### config.mk
export PLATFORM = sky130hd
export DESIGN_NAME = fp_mul_arbiter_flat
export DESIGN_NICKNAME = d
export VERILOG_FILES = /design/src/rtl/fp_mul_arbiter_pkg.sv /design/src/rtl/fp_mul_arbiter_if.sv /design/src/rtl/fp_mul_arbiter_rr.sv /design/src/rtl/fp_mul_arbiter.sv /design/src/flat_wrapper.sv
export SDC_FILE = /design/constraint.sdc
export NUM_CORES = 1
export LEC_CHECK = 0
export BUFFER_PORTS_ARGS = -buffer_cell sky130_fd_sc_hd__buf_4
export CORE_AREA = 10 10 149 151
export DETAILED_ROUTE_END_ITERATION = 10
export DIE_AREA = 0 0 159 161
export SYNTH_ARGS = -nofsm -noshare
export SYNTH_HDL_FRONTEND = slang
export SYNTH_HIERARCHICAL = 1
export SYNTH_SLANG_ARGS = --single-unit
### constraint.sdc
create_clock -name clk -period 7.5 [get_ports clk]
set_input_delay 0.75 -clock clk [delete_from_list [all_inputs] [get_ports clk]]
set_output_delay 0.75 -clock clk [all_outputs]
set_load 0.01 [all_outputs]
### src/rtl/fp_mul_arbiter_pkg.sv
// Shared fp32 unit parameters and the multiplier tag type.
package parameters;

   localparam int unsigned DATA_WIDTH     = 32;
   localparam int unsigned FP_MUL_LATENCY = 3;
   localparam int unsigned DEF_NUM_REQ    = 4;

   typedef struct packed {
      logic                           v;
      logic [$clog2(DEF_NUM_REQ)-1:0] idx;
   } mul_tag_t;

endpackage

### src/rtl/fp_mul_arbiter_if.sv
// Requester and multiplier-side signals of the shared fp32 multiplier arbiter.
interface fp_mul_arbiter_if
   import parameters::*;
#(
   parameter int unsigned NUM_REQ = 4
);

   logic [NUM_REQ-1:0]            req_valid;
   logic [NUM_REQ*DATA_WIDTH-1:0] req_a;
   logic [NUM_REQ*DATA_WIDTH-1:0] req_b;
   logic [NUM_REQ-1:0]            req_ready;
   logic [NUM_REQ-1:0]            rsp_valid;
   logic [DATA_WIDTH-1:0]         rsp_result;
   logic [DATA_WIDTH-1:0]         mul_a;
   logic [DATA_WIDTH-1:0]         mul_b;
   logic [DATA_WIDTH-1:0]         mul_result;

   // Requesters plus the multiplier instance.
   modport master (
      output req_valid, req_a, req_b, mul_result,
      input  req_ready, rsp_valid, rsp_result, mul_a, mul_b
   );

   // The arbiter.
   modport slave (
      input  req_valid, req_a, req_b, mul_result,
      output req_ready, rsp_valid, rsp_result, mul_a, mul_b
   );

endinterface

### src/rtl/fp_mul_arbiter_rr.sv
// Combinational N-way round-robin picker with its rotating priority pointer.
module rr_arbiter #(
   parameter int unsigned N = 4
) (
   input  logic                 clk,
   input  logic                 rst,
   input  logic [N-1:0]         req,
   output logic [N-1:0]         grant,
   output logic [$clog2(N)-1:0] gidx,
   output logic                 any
);

   localparam int unsigned PW = $clog2(N);

   logic [PW-1:0] ptr;

   // Pick the first requesting index at or above ptr, wrapping modulo N.
   always_comb begin
      grant = '0;
      gidx  = '0;
      any   = 1'b0;
      for (int unsigned k = 0; k < N; k++) begin
         if (!any && req[PW'((32'(ptr) + k) % N)]) begin
            any  = 1'b1;
            gidx = PW'((32'(ptr) + k) % N);
         end
      end
      if (any) grant[gidx] = 1'b1;
   end

   // Move priority just past the winner; hold when nothing is granted.
   always_ff @(posedge clk) begin
      if (rst)      ptr <= '0;
      else if (any) ptr <= (gidx == PW'(N - 1)) ? '0 : gidx + 1'b1;
   end

endmodule

### src/rtl/fp_mul_arbiter.sv
// Shares one pipelined fp32 multiplier among NUM_REQ requesters and routes results back.
module fp_mul_arbiter
   import parameters::*;
#(
   parameter int unsigned NUM_REQ         = 4,
   parameter int unsigned MUL_LATENCY     = FP_MUL_LATENCY,
   parameter int unsigned MAX_OUTSTANDING = 2
) (
   input  logic              clk,
   input  logic              rst,
   input  logic              drain,
   output logic              busy,
   fp_mul_arbiter_if.slave   bus
);

   localparam int unsigned IW = $clog2(NUM_REQ);
   localparam int unsigned CW = $clog2(MAX_OUTSTANDING + 1);

   typedef struct packed {
      logic          v;
      logic [IW-1:0] idx;
   } tag_t;

   logic [NUM_REQ-1:0] elig;
   logic [NUM_REQ-1:0] grant;
   logic [IW-1:0]      gidx;
   logic               accept;
   logic               in_flight;
   logic [CW-1:0]      cnt [NUM_REQ];
   tag_t               tag_pipe [MUL_LATENCY];

   // A requester competes only while valid, under its outstanding limit, and not draining.
   always_comb begin
      for (int unsigned i = 0; i < NUM_REQ; i++) begin
         elig[i] = bus.req_valid[i] && (cnt[i] < CW'(MAX_OUTSTANDING)) && !drain && !rst;
      end
   end

   rr_arbiter #(.N(NUM_REQ)) u_rr (
      .clk   (clk),
      .rst   (rst),
      .req   (elig),
      .grant (grant),
      .gidx  (gidx),
      .any   (accept)
   );

   assign bus.req_ready = grant;

   // Steer the granted operand pair to the multiplier; zeros form a bubble otherwise.
   always_comb begin
      bus.mul_a = '0;
      bus.mul_b = '0;
      if (accept) begin
         bus.mul_a = bus.req_a[gidx*DATA_WIDTH +: DATA_WIDTH];
         bus.mul_b = bus.req_b[gidx*DATA_WIDTH +: DATA_WIDTH];
      end
   end

   // Tag pipe shadows the multiplier so the last entry lines up with mul_result.
   always_ff @(posedge clk) begin
      if (rst) begin
         for (int unsigned k = 0; k < MUL_LATENCY; k++) tag_pipe[k] <= '0;
      end else begin
         tag_pipe[0] <= '{v: accept, idx: gidx};
         for (int unsigned k = 1; k < MUL_LATENCY; k++) tag_pipe[k] <= tag_pipe[k-1];
      end
   end

   // Register the product towards its owner; rsp_result holds between responses.
   always_ff @(posedge clk) begin
      if (rst) begin
         bus.rsp_valid  <= '0;
         bus.rsp_result <= '0;
      end else if (tag_pipe[MUL_LATENCY-1].v) begin
         bus.rsp_valid  <= NUM_REQ'(1) << tag_pipe[MUL_LATENCY-1].idx;
         bus.rsp_result <= bus.mul_result;
      end else begin
         bus.rsp_valid  <= '0;
      end
   end

   // Per-requester outstanding count: up on accept, down on response, both cancel.
   always_ff @(posedge clk) begin
      for (int unsigned i = 0; i < NUM_REQ; i++) begin
         if (rst)
            cnt[i] <= '0;
         else if (accept && gidx == IW'(i) && !bus.rsp_valid[i])
            cnt[i] <= cnt[i] + CW'(1);
         else if (!(accept && gidx == IW'(i)) && bus.rsp_valid[i])
            cnt[i] <= cnt[i] - CW'(1);
      end
   end

   // Any valid tag in the pipe means a response is still on its way.
   always_comb begin
      in_flight = 1'b0;
      for (int unsigned k = 0; k < MUL_LATENCY; k++) in_flight = in_flight | tag_pipe[k].v;
   end

   // busy is registered from the next-state view: a new accept or a tag about to reach rsp_valid.
   always_ff @(posedge clk) begin
      if (rst) busy <= 1'b0;
      else     busy <= accept | in_flight;
   end

endmodule

### src/flat_wrapper.sv
// flat-port wrapper written by rule: the top's interface ports become plain ports
module fp_mul_arbiter_flat import parameters::*;
#(
   parameter int unsigned NUM_REQ         = 4,
   parameter int unsigned MUL_LATENCY     = FP_MUL_LATENCY,
   parameter int unsigned MAX_OUTSTANDING = 2
)
  (clk, rst, drain, busy, bus_req_valid, bus_req_a, bus_req_b, bus_mul_result, bus_req_ready, bus_rsp_valid, bus_rsp_result, bus_mul_a, bus_mul_b);
  fp_mul_arbiter_if #(.NUM_REQ(NUM_REQ)) bus_i ();
  input  logic clk;
  input  logic rst;
  input  logic drain;
  output logic busy;
  input wire logic [$bits(bus_i.req_valid)-1:0] bus_req_valid;
  input wire logic [$bits(bus_i.req_a)-1:0] bus_req_a;
  input wire logic [$bits(bus_i.req_b)-1:0] bus_req_b;
  input wire logic [$bits(bus_i.mul_result)-1:0] bus_mul_result;
  output wire logic [$bits(bus_i.req_ready)-1:0] bus_req_ready;
  output wire logic [$bits(bus_i.rsp_valid)-1:0] bus_rsp_valid;
  output wire logic [$bits(bus_i.rsp_result)-1:0] bus_rsp_result;
  output wire logic [$bits(bus_i.mul_a)-1:0] bus_mul_a;
  output wire logic [$bits(bus_i.mul_b)-1:0] bus_mul_b;
  assign bus_i.req_valid = bus_req_valid;
  assign bus_i.req_a = bus_req_a;
  assign bus_i.req_b = bus_req_b;
  assign bus_i.mul_result = bus_mul_result;
  assign bus_req_ready = bus_i.req_ready;
  assign bus_rsp_valid = bus_i.rsp_valid;
  assign bus_rsp_result = bus_i.rsp_result;
  assign bus_mul_a = bus_i.mul_a;
  assign bus_mul_b = bus_i.mul_b;
  fp_mul_arbiter #(.NUM_REQ(NUM_REQ), .MUL_LATENCY(MUL_LATENCY), .MAX_OUTSTANDING(MAX_OUTSTANDING)) u_core (.clk(clk), .rst(rst), .drain(drain), .busy(busy), .bus(bus_i));
endmodule
==> flow_summary_export.csv <==
group,metric,value,unit
power,p_switching,0.000245,W
cells_and_area,fill_cells,1956,
global_routing,grt_pass1_vias,4735,
detailed_routing,num_vias,4507,
flow_run,cap_violations,0,
global_routing,grt_usage,0.171,
clock_tree,ctsResizeCount,0,
detailed_routing,drtIter0Drc,249,
synth,avgSynthCellArea,11.6,um2
synth,yosysTopAreaCellShare,0.344,
sta,grt_setup_unrepaired,"no",
placement,dp_slack,2.40,ns
clock_tree,cts_buffers,5,
detailed_routing,via_per_inst,4.48,
cells_and_area,multi_input_area,0.00283,mm2
cells_and_area,layout_commonest_cell,"buf_4",
floorplan,fp-row-count,51,
cells_and_area,fin_area,0.00757,mm2
cells_and_area,final_layout_size_suffix_gt1_frac,0.651,
synth,netlist_area,0.00419,mm2
sta,hold_violations,0,
critical_path,critPathCaptureType,"primary output",
placement,portBuffers,399,
sta,max_slew.worst_pin.slew,1.07,ns
clock_tree,htree_levels,2,
detailed_routing,drtPass1Iterations,6,
sta,timing.final.ws_setup,2.47,ns
global_routing,antenna_found_initial,5,
synth,synthTopCellsByArea,"mux4_2, dfxtp_1, and2_1",
detailed_routing,drc,0,
sta,fin_hold_ws,0.433,ns
critical_path,path_class,"in2out",
global_routing,grt.overflow.total,0,
synth,synth_seq_cells,56,
synth,ys_types,35,
synth,syn-num-nets,660,
synth,async_flop_share,0,
sta,setup_viol,0,
floorplan,core_area,0.0192,mm2
power,power_density,124,mW/mm2
sta,max_slew_margin,0.287,
power,internal_power,0.000692,W
synth,yosysWarnings,6,
floorplan,start_util,0.218,
min_path,hp-class,"reg2reg",
power,total_leakage_power,3.36,nW
clock_tree,hold_buffers,0,
clock_tree,path_clk_slew,0.07,ns
clock_tree,cts_setup_buffers,0,
clock_tree,clockBufferDepth,2,
sta,tns,0,ns
sta,fmax,0.199,GHz
placement,gp_congestion,0.904,
synth,synth_edf_count,8,
synth,ys_seq_area_frac,0.287,
power,p_clk_frac,0.279,
global_routing,grt_max_degree,77,
critical_path,crit_fanout,61,
synth,synth_flop_cell,"dfxtp_1",
sta,fin_crit_sh,0.671,
clock_tree,clk_latency,0.29,ns
clock_tree,cts_tree,"yes",
floorplan,ios,400,
clock_tree,clock_sink_count,56,
critical_path,critPathArrivalTime,4.28,ns
detailed_routing,drt-met1-wl,8690,um
critical_path,cp-start-kind,"primary input",
detailed_routing,wl,23600,um
detailed_routing,postRouteAntennaNets,0,
outcome,status,"completed",
cells_and_area,nNetsFinal,1035,
cells_and_area,syn_to_final_growth,80.7,%
power,pwr-share-comb,0.379,
detailed_routing,met2WireLength,12500,um
cells_and_area,final_cell_mix,"buf_4, and2_1, mux4_2",
sta,layout_min_cycle_time,5.03,ns
critical_path,critical_path_required,6.75,ns
floorplan,die-width,159,um
cells_and_area,regArea,0.00120,mm2
detailed_routing,wl_met3,1980,um
sta,slew_viol_final,0,
placement,dpl.hpwl,20300,um
sta,fin_skew,0.00637,ns
synth,yosysTopAreaCell,"mux4_2",
global_routing,grt_pass1_wl,33300,um
placement,dpl_cell_area,0.00738,mm2
power,peakVddDrop,0.151,mV
power,swShare,0.262,
synth,syn-instance-count,361,
floorplan,die_h,161,um
detailed_routing,wire_per_inst,23.5,um
power,p_seq_frac,0.342,
floorplan,die-area,0.0256,mm2
clock_tree,cts_root_buffer,"clkbuf_16",
detailed_routing,top_layer_used,"met4",
-- sequential cells by signal, summed over array words and instances (netlist names) --
register and cells:
u_core/busy 1, u_core/cnt 8, u_core/tag_pipe 9, u_core/bus.rsp_result 32
u_core/bus.rsp_valid 4, u_core/u_rr/ptr 2
-- area by class of cell --
type                    count  share of cell area
repair buffers            402               0.399
well taps                 265              0.0438
clock inverters             1             0.00116
clock buffers               7              0.0217
multi-input cells         270               0.374
flip-flops and latches     56               0.159
diodes                      5             0.00165
inverters                   1            0.000496
-- cells in the mapped netlist (2+ instances only) --
master    number
clkbuf_1      18
nand2b_1       5
nor2b_1       10
and2_1        68
xnor2_1        4
buf_2         13
nor4b_1        4
buf_6          2
and3_1         2
xor2_1         4
dfxtp_1       48
edfxtp_1       8
or3_1          4
nand3b_1       3
a21oi_1        6
nand2_1        2
nand3_1        6
ha_1           4
nor3_1         4
mux2i_1       33
nor2_1        36
mux4_2        64
-- through the flow --
stage                     power, W  instances  utilization
final                     0.000937       1007        0.394
after global routing      0.000986       1007        0.394
after CTS                 0.000951       1002        0.393
after detailed placement  0.000685        994        0.384
after global placement    0.000682        994        0.384
after floorplan           0.000483        361            -
-- power by group through the flow --
stage                     clock [W]  sequential, W  combinational (W)
final                      0.000262       0.000321           0.000355
after floorplan                   0       0.000326           0.000157
after global routing       0.000282       0.000322           0.000381
after global placement            0       0.000328           0.000354
after detailed placement          0       0.000328           0.000358
after CTS                  0.000272       0.000321           0.000358
-- worst max-delay path, stage by stage --
cell	delay (ns)
buf_4	0.29
nor4b_1	0.73
nand3b_1	0.23
and3_4	0.55
buf_4	0.74
mux4_2	0.58
and2_1	0.19
buf_4	0.15
-- metal layers --
| layer | global-route usage | vias up |
|---|---|---|
| met2 | 0.306 | 236 |
| met5 | 0 | - |
| met3 | 0.0592 | 19 |
| met1 | 0.187 | 2161 |
| met4 | 0.0535 | 0 |
| li1 | - | 2091 |
-- cells by family after synthesis --
kind of cell / Yosys count / synth area share
adder cells (fa/ha/maj): 4 / 0.0120
AO/OA/AOI/OAI: 11 / 0.0164
XOR/XNOR: 8 / 0.0167
buffers and inverters: 35 / 0.0397
multiplexers: 98 / 0.426
flip-flops: 56 / 0.287
AND/OR/NAND/NOR: 149 / 0.203
-- worst paths after layout --
kind	startpoint	slack [ns]	end	depth (start not counted)
worst max-delay path	rst	2.47	bus_mul_a[31]	8
worst min-delay path	u_core/tag_pipe[0][4]$_SDFF_PP0_	0.43	u_core/tag_pipe[0][7]$_SDFF_PP0_	1
worst min register to register	u_core/tag_pipe[0][4]$_SDFF_PP0_	0.43	u_core/tag_pipe[0][7]$_SDFF_PP0_	1
worst max register to register	u_core/cnt[0][1]$_DFFE_PP_	4.35	u_core/cnt[0][1]$_DFFE_PP_	7
No activity file was read; power rests on OpenSTA's default activity.
